==> config.mk <==
export PLATFORM = sky130hd
export DESIGN_NAME = apb_bus_bridge_flat
export DESIGN_NICKNAME = d
export VERILOG_FILES = /design/src/rtl/apb_bus_bridge_pkg.sv /design/src/rtl/apb_bus_bridge_if.sv /design/src/rtl/apb_bus_bridge_lane_align.sv /design/src/rtl/apb_bus_bridge.sv /design/src/flat_wrapper.sv
export SDC_FILE = /design/constraint.sdc
export NUM_CORES = 1
export LEC_CHECK = 0
export CORE_AREA = 2 2 134 136
export CTS_CLUSTER_SIZE = 25
export DETAILED_ROUTE_END_ITERATION = 6
export DIE_AREA = 0 0 136 138
export PLACE_DENSITY = 0.86
export REMOVE_ABC_BUFFERS = 1
export SLEW_MARGIN = 20
export SYNTH_ARGS = -nofsm -noshare
export SYNTH_HDL_FRONTEND = slang
export SYNTH_HIERARCHICAL = 1
export SYNTH_SLANG_ARGS = --single-unit
export TNS_END_PERCENT = 100
==> constraint.sdc <==
create_clock -name clk -period 3.6 [get_ports clk]
set_input_delay 0.54 -clock clk [delete_from_list [all_inputs] [get_ports clk]]
set_output_delay 0.54 -clock clk [all_outputs]
set_load 0.03 [all_outputs]
==> src/rtl/apb_bus_bridge_pkg.sv <==
// Shared types for the CPU-to-APB bridge: FSM states, ramControl encodings
// and the access-legality rule.
package apb_bridge_pkg;

  typedef enum logic [1:0] {IDLE, SETUP, ACCESS, RESP} state_t;

  localparam logic [2:0] RC_B  = 3'b000;
  localparam logic [2:0] RC_H  = 3'b001;
  localparam logic [2:0] RC_W  = 3'b010;
  localparam logic [2:0] RC_BU = 3'b100;
  localparam logic [2:0] RC_HU = 3'b101;

  // Unsigned widths only make sense for loads.
  function automatic logic rcLegal(input logic [2:0] rc, input logic we);
    case (rc)
      RC_B, RC_H, RC_W: return 1'b1;
      RC_BU, RC_HU:     return !we;
      default:          return 1'b0;
    endcase
  endfunction

endpackage

==> src/rtl/apb_bus_bridge_if.sv <==
// CPU load/store bus plus the APB side of the bridge in one bundle;
// master = the bridge, slave = the CPU and peripherals around it.
interface apb_bus_bridge_if #(
  parameter int NUM_SLAVES  = 4,
  parameter int REGION_BITS = 12
);
  logic                     busReq;
  logic                     busWe;
  logic [31:0]              busAddr;
  logic [31:0]              busWData;
  logic [2:0]               ramControl;
  logic [31:0]              busRData;
  logic                     busReady;
  logic                     busErr;

  logic [REGION_BITS-1:0]   PADDR;
  logic [NUM_SLAVES-1:0]    PSEL;
  logic                     PENABLE;
  logic                     PWRITE;
  logic [31:0]              PWDATA;
  logic [3:0]               PSTRB;
  logic [NUM_SLAVES*32-1:0] PRDATA;
  logic [NUM_SLAVES-1:0]    PREADY;
  logic [NUM_SLAVES-1:0]    PSLVERR;

  modport master (
    input  busReq, busWe, busAddr, busWData, ramControl, PRDATA, PREADY, PSLVERR,
    output busRData, busReady, busErr, PADDR, PSEL, PENABLE, PWRITE, PWDATA, PSTRB
  );

  modport slave (
    output busReq, busWe, busAddr, busWData, ramControl, PRDATA, PREADY, PSLVERR,
    input  busRData, busReady, busErr, PADDR, PSEL, PENABLE, PWRITE, PWDATA, PSTRB
  );
endinterface

==> src/rtl/apb_bus_bridge_lane_align.sv <==
// Byte-lane steering for stores and extract/extend for loads; purely
// combinational, driven by the low address bits and funct3.
module bus_lane_align
  import apb_bridge_pkg::*;
(
  input  logic [1:0]  addrLo,
  input  logic [2:0]  rc,
  input  logic [31:0] wdata,
  input  logic [31:0] rdata,
  output logic [31:0] pwdata,
  output logic [3:0]  pstrb,
  output logic [31:0] rdataExt,
  output logic        misalign
);
  logic [7:0]  rByte;
  logic [15:0] rHalf;

  assign rByte = 8'(rdata >> {addrLo, 3'b000});
  assign rHalf = addrLo[1] ? rdata[31:16] : rdata[15:0];

  // rc[1:0] is the access size, rc[2] selects zero-extension.
  always_comb begin
    pwdata   = wdata;
    pstrb    = 4'b1111;
    rdataExt = rdata;
    misalign = 1'b0;
    case (rc[1:0])
      2'b00: begin
        pwdata   = {4{wdata[7:0]}};
        pstrb    = 4'b0001 << addrLo;
        rdataExt = rc[2] ? {24'b0, rByte} : {{24{rByte[7]}}, rByte};
      end
      2'b01: begin
        pwdata   = {2{wdata[15:0]}};
        pstrb    = 4'b0011 << addrLo;
        rdataExt = rc[2] ? {16'b0, rHalf} : {{16{rHalf[15]}}, rHalf};
        misalign = addrLo[0];
      end
      default: misalign = |addrLo;
    endcase
  end
endmodule

==> src/rtl/apb_bus_bridge.sv <==
// CPU load/store to APB bridge: window decode, SETUP/ACCESS sequencing with
// wait-state timeout, and a one-cycle completion pulse back to the CPU.
module apb_bus_bridge
  import apb_bridge_pkg::*;
#(
  parameter int          NUM_SLAVES  = 4,
  parameter logic [31:0] BASE_ADDR   = 32'h1000_0000,
  parameter int          REGION_BITS = 12,
  parameter int          TIMEOUT     = 255
) (
  input logic clk,
  input logic reset,
  apb_bus_bridge_if.master bus
);
  localparam int SEL_W = $clog2(NUM_SLAVES);
  localparam int IW    = (SEL_W > 0) ? SEL_W : 1;
  localparam int HI    = REGION_BITS + SEL_W;

  state_t        state;
  logic [IW-1:0] idxQ, idxIn;
  logic [1:0]    addrLoQ;
  logic [2:0]    rcQ;
  logic          weQ;
  logic [15:0]   waitCnt;

  logic [31:0]   prSel;
  logic          rdySel, errSel;
  logic          hit, legal;
  logic [1:0]    alnAddr;
  logic [2:0]    alnRc;
  logic [31:0]   alnWData, alnRData;
  logic [3:0]    alnStrb;
  logic          alnMis;

  assign hit   = (bus.busAddr >> HI) == (BASE_ADDR >> HI);
  assign idxIn = (SEL_W == 0) ? '0 : IW'(bus.busAddr >> REGION_BITS);
  assign legal = hit && (int'(idxIn) < NUM_SLAVES) &&
                 rcLegal(bus.ramControl, bus.busWe) && !alnMis;

  // Live request bits drive the aligner while decoding, latched ones afterwards.
  assign alnAddr = (state == IDLE) ? bus.busAddr[1:0] : addrLoQ;
  assign alnRc   = (state == IDLE) ? bus.ramControl   : rcQ;

  bus_lane_align uAlign (
    .addrLo   (alnAddr),
    .rc       (alnRc),
    .wdata    (bus.busWData),
    .rdata    (prSel),
    .pwdata   (alnWData),
    .pstrb    (alnStrb),
    .rdataExt (alnRData),
    .misalign (alnMis)
  );

  always_comb begin
    prSel  = '0;
    rdySel = 1'b0;
    errSel = 1'b0;
    for (int i = 0; i < NUM_SLAVES; i++) begin
      if (idxQ == IW'(i)) begin
        prSel  = bus.PRDATA[32*i +: 32];
        rdySel = bus.PREADY[i];
        errSel = bus.PSLVERR[i];
      end
    end
  end

  always_ff @(posedge clk or negedge reset) begin
    if (!reset) begin
      state        <= IDLE;
      idxQ         <= '0;
      addrLoQ      <= '0;
      rcQ          <= '0;
      weQ          <= 1'b0;
      waitCnt      <= '0;
      bus.busRData <= '0;
      bus.busReady <= 1'b0;
      bus.busErr   <= 1'b0;
      bus.PADDR    <= '0;
      bus.PSEL     <= '0;
      bus.PENABLE  <= 1'b0;
      bus.PWRITE   <= 1'b0;
      bus.PWDATA   <= '0;
      bus.PSTRB    <= '0;
    end else begin
      case (state)
        IDLE: if (bus.busReq) begin
          idxQ    <= idxIn;
          addrLoQ <= bus.busAddr[1:0];
          rcQ     <= bus.ramControl;
          weQ     <= bus.busWe;
          waitCnt <= '0;
          if (legal) begin
            state      <= SETUP;
            bus.PSEL   <= NUM_SLAVES'(1) << idxIn;
            bus.PADDR  <= {bus.busAddr[REGION_BITS-1:2], 2'b00};
            bus.PWRITE <= bus.busWe;
            bus.PWDATA <= bus.busWe ? alnWData : '0;
            bus.PSTRB  <= bus.busWe ? alnStrb  : '0;
          end else begin
            state        <= RESP;
            bus.busReady <= 1'b1;
            bus.busErr   <= 1'b1;
            bus.busRData <= '0;
          end
        end
        SETUP: begin
          bus.PENABLE <= 1'b1;
          state       <= ACCESS;
        end
        // waitCnt counts ACCESS cycles already spent without PREADY.
        ACCESS: if (rdySel || waitCnt == 16'(TIMEOUT)) begin
          state        <= RESP;
          bus.busReady <= 1'b1;
          bus.busErr   <= !rdySel || errSel;
          bus.busRData <= (rdySel && !errSel && !weQ) ? alnRData : '0;
          bus.PSEL     <= '0;
          bus.PENABLE  <= 1'b0;
          bus.PADDR    <= '0;
          bus.PWRITE   <= 1'b0;
          bus.PWDATA   <= '0;
          bus.PSTRB    <= '0;
        end else begin
          waitCnt <= waitCnt + 16'd1;
        end
        RESP: begin
          state        <= IDLE;
          bus.busReady <= 1'b0;
          bus.busErr   <= 1'b0;
          bus.busRData <= '0;
        end
        default: state <= IDLE;
      endcase
    end
  end
endmodule

==> src/flat_wrapper.sv <==
// flat-port wrapper written by rule: the top's interface ports become plain ports
module apb_bus_bridge_flat import apb_bridge_pkg::*;
#(
  parameter int          NUM_SLAVES  = 4,
  parameter logic [31:0] BASE_ADDR   = 32'h1000_0000,
  parameter int          REGION_BITS = 12,
  parameter int          TIMEOUT     = 255
)
  (clk, reset, bus_busReq, bus_busWe, bus_busAddr, bus_busWData, bus_ramControl, bus_PRDATA, bus_PREADY, bus_PSLVERR, bus_busRData, bus_busReady, bus_busErr, bus_PADDR, bus_PSEL, bus_PENABLE, bus_PWRITE, bus_PWDATA, bus_PSTRB);
  apb_bus_bridge_if #(.NUM_SLAVES(NUM_SLAVES), .REGION_BITS(REGION_BITS)) bus_i ();
  input logic clk;
  input logic reset;
  input wire logic [$bits(bus_i.busReq)-1:0] bus_busReq;
  input wire logic [$bits(bus_i.busWe)-1:0] bus_busWe;
  input wire logic [$bits(bus_i.busAddr)-1:0] bus_busAddr;
  input wire logic [$bits(bus_i.busWData)-1:0] bus_busWData;
  input wire logic [$bits(bus_i.ramControl)-1:0] bus_ramControl;
  input wire logic [$bits(bus_i.PRDATA)-1:0] bus_PRDATA;
  input wire logic [$bits(bus_i.PREADY)-1:0] bus_PREADY;
  input wire logic [$bits(bus_i.PSLVERR)-1:0] bus_PSLVERR;
  output wire logic [$bits(bus_i.busRData)-1:0] bus_busRData;
  output wire logic [$bits(bus_i.busReady)-1:0] bus_busReady;
  output wire logic [$bits(bus_i.busErr)-1:0] bus_busErr;
  output wire logic [$bits(bus_i.PADDR)-1:0] bus_PADDR;
  output wire logic [$bits(bus_i.PSEL)-1:0] bus_PSEL;
  output wire logic [$bits(bus_i.PENABLE)-1:0] bus_PENABLE;
  output wire logic [$bits(bus_i.PWRITE)-1:0] bus_PWRITE;
  output wire logic [$bits(bus_i.PWDATA)-1:0] bus_PWDATA;
  output wire logic [$bits(bus_i.PSTRB)-1:0] bus_PSTRB;
  assign bus_i.busReq = bus_busReq;
  assign bus_i.busWe = bus_busWe;
  assign bus_i.busAddr = bus_busAddr;
  assign bus_i.busWData = bus_busWData;
  assign bus_i.ramControl = bus_ramControl;
  assign bus_i.PRDATA = bus_PRDATA;
  assign bus_i.PREADY = bus_PREADY;
  assign bus_i.PSLVERR = bus_PSLVERR;
  assign bus_busRData = bus_i.busRData;
  assign bus_busReady = bus_i.busReady;
  assign bus_busErr = bus_i.busErr;
  assign bus_PADDR = bus_i.PADDR;
  assign bus_PSEL = bus_i.PSEL;
  assign bus_PENABLE = bus_i.PENABLE;
  assign bus_PWRITE = bus_i.PWRITE;
  assign bus_PWDATA = bus_i.PWDATA;
  assign bus_PSTRB = bus_i.PSTRB;
  apb_bus_bridge #(.NUM_SLAVES(NUM_SLAVES), .BASE_ADDR(BASE_ADDR), .REGION_BITS(REGION_BITS), .TIMEOUT(TIMEOUT)) u_core (.clk(clk), .reset(reset), .bus(bus_i));
endmodule
=== Word-level counts from Yosys, hierarchy flattened ===
Cells that the tools add are included.

* Eq/ne operators: 18
* Shift operators: 4
* Mux-type cells: 62
* Add/sub/neg operators: 1
* Reduce and logical (&&, ||, !) cells: 27

{| class="wikitable"
|+ Operator list
! cell !! count
|-
| two-way mux 32 bit || 14
|-
| one-hot mux 32 bit (2 select lines) || 3
|-
| one-hot mux 32 bit (3 select lines) || 1
|-
| two-way mux 16 bit || 3
|-
| two-way mux 12 bit || 3
|-
| one-hot mux 16 bit (2 select lines) || 1
|-
| right shift 32 x 5 -> 8 bit || 1
|-
| two-way mux 4 bit || 6
|-
| one-hot mux 12 bit (2 select lines) || 1
|-
| one-hot mux 4 bit (2 select lines) || 3
|-
| equality test 18 x 15 -> 1 bit, second input constant || 1
|-
| adder 16 x 1 -> 16 bit, second input constant || 1
|-
| equality test 16 x 8 -> 1 bit, second input constant || 1
|-
| two-way mux 1 bit || 15
|-
| equality test 2 bit, second input constant || 4
|-
| two-way mux 2 bit || 4
|-
| one-hot mux 1 bit (2 select lines) || 4
|-
| one-hot mux 2 bit (4 select lines) || 1
|-
| AND reduction 4 bit || 2
|-
| left shift 1 x 2 -> 4 bit, first input constant || 2
|-
| equality test 2 x 1 -> 1 bit, second input constant || 3
|-
| equality test 3 bit, second input constant || 2
|-
| logical NOT 2 bit || 3
|-
| != test 2 bit, second input constant || 3
|-
| 16 further kinds || 30
|}

* Logic and storage cells: 127
* Bits in registers: 114
* Output and inout bits: 88

=== Logic depth before layout (Yosys ltp) ===
* Depth in word-level cells: 11
* Gate-level depth with buffers: 16
* Mapped depth without buffers: 10

=== By module ===
Netlist, hierarchy kept.

{| class="wikitable"
|+ Modules (own cells, without submodules)
! module !! times used !! sequential area each (um2) !! cells an instance !! area an instance (um2)
|-
| apb_bus_bridge || 1 || 2802.7 || 483 || 5908.2
|-
| bus_lane_align || 1 || 0.0 || 187 || 1211.2
|}

=== Worst setup path before layout ===
No wires, ideal clock.

* Kind: register -> register
* Start point: reg u_core.state[0]
* End point: reg u_core.bus.PADDR[11]
* Path buffers: 5
* Data arrival time: 3.166 ns
* Period minus slack after synthesis: 3.294 ns
* Slack: 0.306 ns
* Setup time: 0.128 ns
* Cell stages (with the launch flop): 16
* Path through: dfrtp_1 > inv_1 > ha_1 > buf_1 > mux2_2 > buf_2 > buf_2 > clkbuf_1 > o21ai_0 > nand2_1 > nor4b_1 > nand3_1 > nor2_1 > o21ai_1 > buf_2 > mux2_1

* Cells in the longest elaborated chain, start to end: 8
* Elaborated cells on any way between the ends: 16
* Classes of those cells: 5 x eq/ne; 4 x mux; 7 x reduce/logical

{| class="wikitable"
|+ Ends and longest elaborated chain
! element !! line !! RTL
|-
| from (decl) || apb_bus_bridge.sv:19 || <nowiki>state_t state;</nowiki>
|-
| from (signal assigned) || apb_bus_bridge.sv:70 || <nowiki>state <= IDLE;</nowiki>
|-
| from (signal assigned) || apb_bus_bridge.sv:94 || <nowiki>state <= SETUP;</nowiki>
|-
| from (signal assigned) || apb_bus_bridge.sv:101 || <nowiki>state <= RESP;</nowiki>
|-
| logical NOT 2 bit * || apb_bus_bridge.sv:42 || <nowiki>assign alnRc = (state == IDLE) ? bus.ramControl : rcQ;</nowiki>
|-
| two-way mux 3 bit * || apb_bus_bridge.sv:42 ||
|-
| via u_core.alnRc[1] || apb_bus_bridge.sv:30 || <nowiki>logic [2:0] alnRc;</nowiki>
|-
| equality test 2 x 1 -> 1 bit / logical NOT 2 bit (equally long branches) || apb_bus_bridge_lane_align.sv:27 || <nowiki>case (rc[1:0])</nowiki>
|-
| one-hot mux 1 bit (2 select lines) * || apb_bus_bridge_lane_align.sv:27 ||
|-
| via u_core.alnMis || apb_bus_bridge.sv:33 || <nowiki>logic alnMis;</nowiki>
|-
| logical NOT 1 bit * || apb_bus_bridge.sv:38 || <nowiki>rcLegal(bus.ramControl, bus.busWe) && !alnMis;</nowiki>
|-
| logical AND 1 bit * || apb_bus_bridge.sv:38 ||
|-
| != test 2 x 1 -> 1 bit (no source line) * || n/a ||
|-
| AND reduction 4 bit (no source line) * || n/a ||
|-
| to (signal assigned) || apb_bus_bridge.sv:96 || <nowiki>bus.PADDR <= {bus.busAddr[REGION_BITS-1:2], 2'b00};</nowiki>
|-
| to (decl) || apb_bus_bridge_if.sv:28 || <nowiki>output busRData, busReady, busErr, PADDR, PSEL, PENABLE, PWRITE, PWDATA, PSTRB</nowiki>
|}

The timed path passes the listed nets; every way through them passes the cells marked *.
A chain may end at the register's enable or synchronous reset.

=== Worst setup path in the final report ===
* Start point: reg u_core.state[1]
* End point: reg u_core.bus.PWDATA[27]

* Cells in the longest elaborated chain, start to end: 8
* Elaborated cells on any way between the ends: 20
* Classes of those cells: 5 x eq/ne; 8 x mux; 7 x reduce/logical

{| class="wikitable"
|+ Ends and longest elaborated chain
! element !! line !! RTL
|-
| logical NOT 2 bit * || apb_bus_bridge.sv:41 || <nowiki>assign alnAddr = (state == IDLE) ? bus.busAddr[1:0] : addrLoQ;</nowiki>
|-
| two-way mux 2 bit * || apb_bus_bridge.sv:41 ||
|-
| via u_core.alnAddr[0] || apb_bus_bridge.sv:29 || <nowiki>logic [1:0] alnAddr;</nowiki>
|-
| OR reduction 2 bit || apb_bus_bridge_lane_align.sv:39 || <nowiki>default: misalign = |addrLo;</nowiki>
|-
| one-hot mux 1 bit (2 select lines) * || apb_bus_bridge_lane_align.sv:27 ||
|-
| via u_core.alnMis || apb_bus_bridge.sv:33 ||
|-
| logical NOT 1 bit * || apb_bus_bridge.sv:38 ||
|-
| logical AND 1 bit * || apb_bus_bridge.sv:38 ||
|-
| != test 2 x 1 -> 1 bit (no source line) * || n/a ||
|-
| AND reduction 4 bit (no source line) * || n/a ||
|-
| to (signal assigned) || apb_bus_bridge.sv:98 || <nowiki>bus.PWDATA <= bus.busWe ? alnWData : '0;</nowiki>
|-
| to (decl) || apb_bus_bridge_if.sv:28 ||
|}

The timed path passes the listed nets; every way through them passes the cells marked *. The select of a mux whose other input is x is not followed.

==> impl_metrics.toml <==
[layout]
multi_input_area_mm2 = 0.00378
regArea_mm2 = 0.00280
diodes = 0
syn2layout_area_growth_pct = 46.6
fin_nets = 1144
fillers = 1481
drive_gt1_frac = 0.122

[floorplan]
fp-row-count = 49
die_area_mm2 = 0.0188
fp.coreArea_mm2 = 0.0175
die_w_um = 136
start_util = 0.406
io_pins = 295
die_h_um = 138

[logic_synthesis]
synthArstFlopShare = 1.00
synth_compound_area_frac = 0.138
syn-instance-count = 670
muxShareOfSynthArea = 0.244
synth_fa_ha_area_frac = 0.00879
ys_seq_area_frac = 0.394
synth-main-ff-cell = "dfrtp_1"
ys_seq_elements = 112
synth_edf_count = 0
synthSimpleGateAreaFrac = 0.136
netlist_area_mm2 = 0.00712
synth_top_family_by_area = "multiplexers"
synthXorXnorAreaFrac = 0
ys_warn_count = 6
syn_avg_cell_area_um2 = 10.6
ys_types = 54

[timing]
setup_viol = 0
hold_violations = 0
tightest_slew_ns = 0.920
final_max_slew_viol_count = 0
finClkSkew_ns = 0.0109
min_period_over_period = 0.903
whs_ns = 0.217
grt_setup_unrepaired = "false"
fmax_mhz = 308
fin_crit_ns = 3.25
max_slew_margin = 0.385

[clock_network]
cts_tree = "yes"
htree_levels = 3
post_cts_resized = 0
cts-root-buf = "clkbuf_16"
postCtsSetupRepairBufs = 0
cts-hold-fix-buffers = 0
clock_sinks = 112
numCtsBuffers = 9
clockBufferDepth = 2
cts.reportedPaths.clkPinSlew_ns = 0.08
clk-insertion-delay-late_ns = 0.36

[power]
p_per_area_mw_per_mm2 = 694
finalPower_mw = 7.24
leakagePower_nw = 4.38
peakVddDrop_uv = 395

[critical_path]
cp-start-kind = "flop"
endpoint_kind = "flop"
slowest_stage = "dfrtp_1"
path_buf_inv = 2
cp_max_fo = 30
criticalPathCategory = "flop to flop"
cp.required_ns = 3.84
cp_cell_sequence = "inv_1 -> ha_1 -> mux2_2 -> o21ai_0 -> nand2_1 -> nor4b_1 -> nand3_1 -> nor2_1 -> o21ai_4 -> buf_4 -> a22o_1"
max_stage_delay_ns = 0.41
critPathTopFamily = "simple AND/OR/NAND/NOR gates"
arrival_ns = 3.49

[global_routing]
grt_max_degree = 85
grtUsageTotal = 0.237
grt_pass1_wl_mm = 34.9
overflow = 0
grt_pass1_vias = 6660
antenna_found_initial = 0

[routing]
first_iter_violations = 329
wl_per_cell_um = 19.5
ant_nets = 0
drc = 0
wl_mm = 22.8
drt_first_pass_iters = 4
viasPerCell = 5.47
vias = 6378

[placed_design]
place_hpwl_mm = 17.1
place_congestion = 0.873
portBuffers = 292

[worst_hold_path]
hold_class = "input port to async pin"

[run_status]
outcome = "complete, no violations"

[job]
max_cap_violations = 0
==> synth_stat cells (4+ instances only) <==
cell type  count  area [um^2]
dfrtp_1      112         2800
nand2_1       97          364
inv_1         46          173
mux2i_1       45          450
a22o_1        37          324
mux4_2        33          743
mux2_2        31          349
o21ai_0       28          140
clkbuf_1      20         75.1
a21oi_1       19         95.1
a221o_1       15          150
buf_4         14          105
mux2_1        14          158
buf_2         13         65.1
nor2b_1       12         75.1
buf_6         11          124
nand3_1        9         45.0
nor2_1         8         30.0
or4_1          8         60.1
nor4bb_1       7         70.1
o2bb2ai_1      7         61.3
or3_1          7         43.8
and3_1         6         37.5
nand2b_1       6         37.5
nor4_1         6         37.5
o31ai_1        6         45.0
buf_1          5         18.8
ha_1           5         62.6
nand4_1        5         31.3
o21ai_1        4         20.0
==> area by class of cell <==
| class | instances | area share |
|---|---|---|
| timing repair buffer | 313 | 0.296 |
| clock inverter | 7 | 0.00827 |
| sequential | 112 | 0.269 |
| clock buffer | 9 | 0.0216 |
| tap | 229 | 0.0275 |
| inverter | 46 | 0.0165 |
| multi-input combinational | 450 | 0.362 |
==> state kept, by name (all words and copies together) (netlist names) <==
| signal | cells |
|---|---|
| u_core/bus.PWDATA | 32 |
| u_core/bus.busRData | 32 |
| u_core/waitCnt | 16 |
| u_core/bus.PADDR | 10 |
| u_core/bus.PSEL | 4 |
| u_core/bus.PSTRB | 4 |
| u_core/rcQ | 3 |
| u_core/addrLoQ | 2 |
| u_core/idxQ | 2 |
| u_core/state | 2 |
| u_core/bus.PENABLE | 1 |
| u_core/bus.PWRITE | 1 |
| u_core/bus.busErr | 1 |
| u_core/bus.busReady | 1 |
| u_core/weQ | 1 |
==> final timing paths <==
path,start,end,slack (ns),cells after the start
max reg2reg,u_core/state[1],u_core/bus.PWDATA[27],0.35,11
max,u_core/state[1],u_core/bus.PWDATA[27],0.35,11
min,reset,u_core/bus.PADDR[8],0.22,1
min in group clk,u_core/bus.PADDR[8],u_core/bus.PADDR[8],0.50,1
max in group asynchronous,reset,u_core/waitCnt[9],2.60,2
min reg2reg,u_core/bus.PADDR[8],u_core/bus.PADDR[8],0.50,1
==> metal layers <==
metal / share of wire / global-route usage / routed length [um]
met2: 0.50 / 0.422 / 11500
met4: 0.019 / 0.0784 / 434
met5: 0 / 0 / 0
met3: 0.083 / 0.0466 / 1900
met1: 0.39 / 0.286 / 8980
==> worst register-to-register path, cell delays in order, from the launching register on <==
cell and delay [ns]:
dfrtp_1 0.41, inv_1 0.10, ha_1 0.34, mux2_2 0.41
o21ai_0 0.16, nand2_1 0.09, nor4b_1 0.29, nand3_1 0.14
nor2_1 0.30, o21ai_4 0.31, buf_4 0.33, a22o_1 0.25
==> power by group <==
group | leakage [nW] | switching (mW) | internal [mW]
logic | 2.72 | 2.50 | 2.00
registers | 1.51 | 0.189 | 1.49
clock network | 0.150 | 0.510 | 0.556
==> cells by family after synthesis <==
group | count (synthesis)
simple gates | 189
buf+inv | 109
fa+ha+maj | 5
other cells | 1
compound gates | 129
mux | 125
flops | 112
==> cells in the final DEF, fill, tap and decap left out, types with 6 or more instances in the layout <==
cell,count
a21oi_1,19
a221o_1,15
a22o_1,37
and3_1,6
buf_4,20
clkbuf_16,9
clkdlybuf4s50_1,291
dfrtp_1,111
inv_1,46
mux2_1,14
mux2_2,31
mux2i_1,45
mux4_2,33
nand2_1,97
nand2b_1,6
nand3_1,9
nor2_1,8
nor2b_1,12
nor4_1,6
nor4bb_1,7
o21ai_0,28
o2bb2ai_1,7
o31ai_1,6
or3_1,7
or4_1,8
==> metrics by stage <==
stage,cells,setup WS [ns],TNS (ns),utilization,area (um^2)
2_1_floorplan,608,-2.86,-140.46,-,6740
3_3_place_gp,1149,0.457,0,0.577,10100
3_5_place_dp,1149,0.339,0,0.577,10100
4_1_cts,1165,0.335,0,0.594,10400
5_1_grt,1166,0.138,0,0.595,10400
6_report,1166,0.350,0,0.595,10400
No activity file was read; power rests on OpenSTA's default activity.
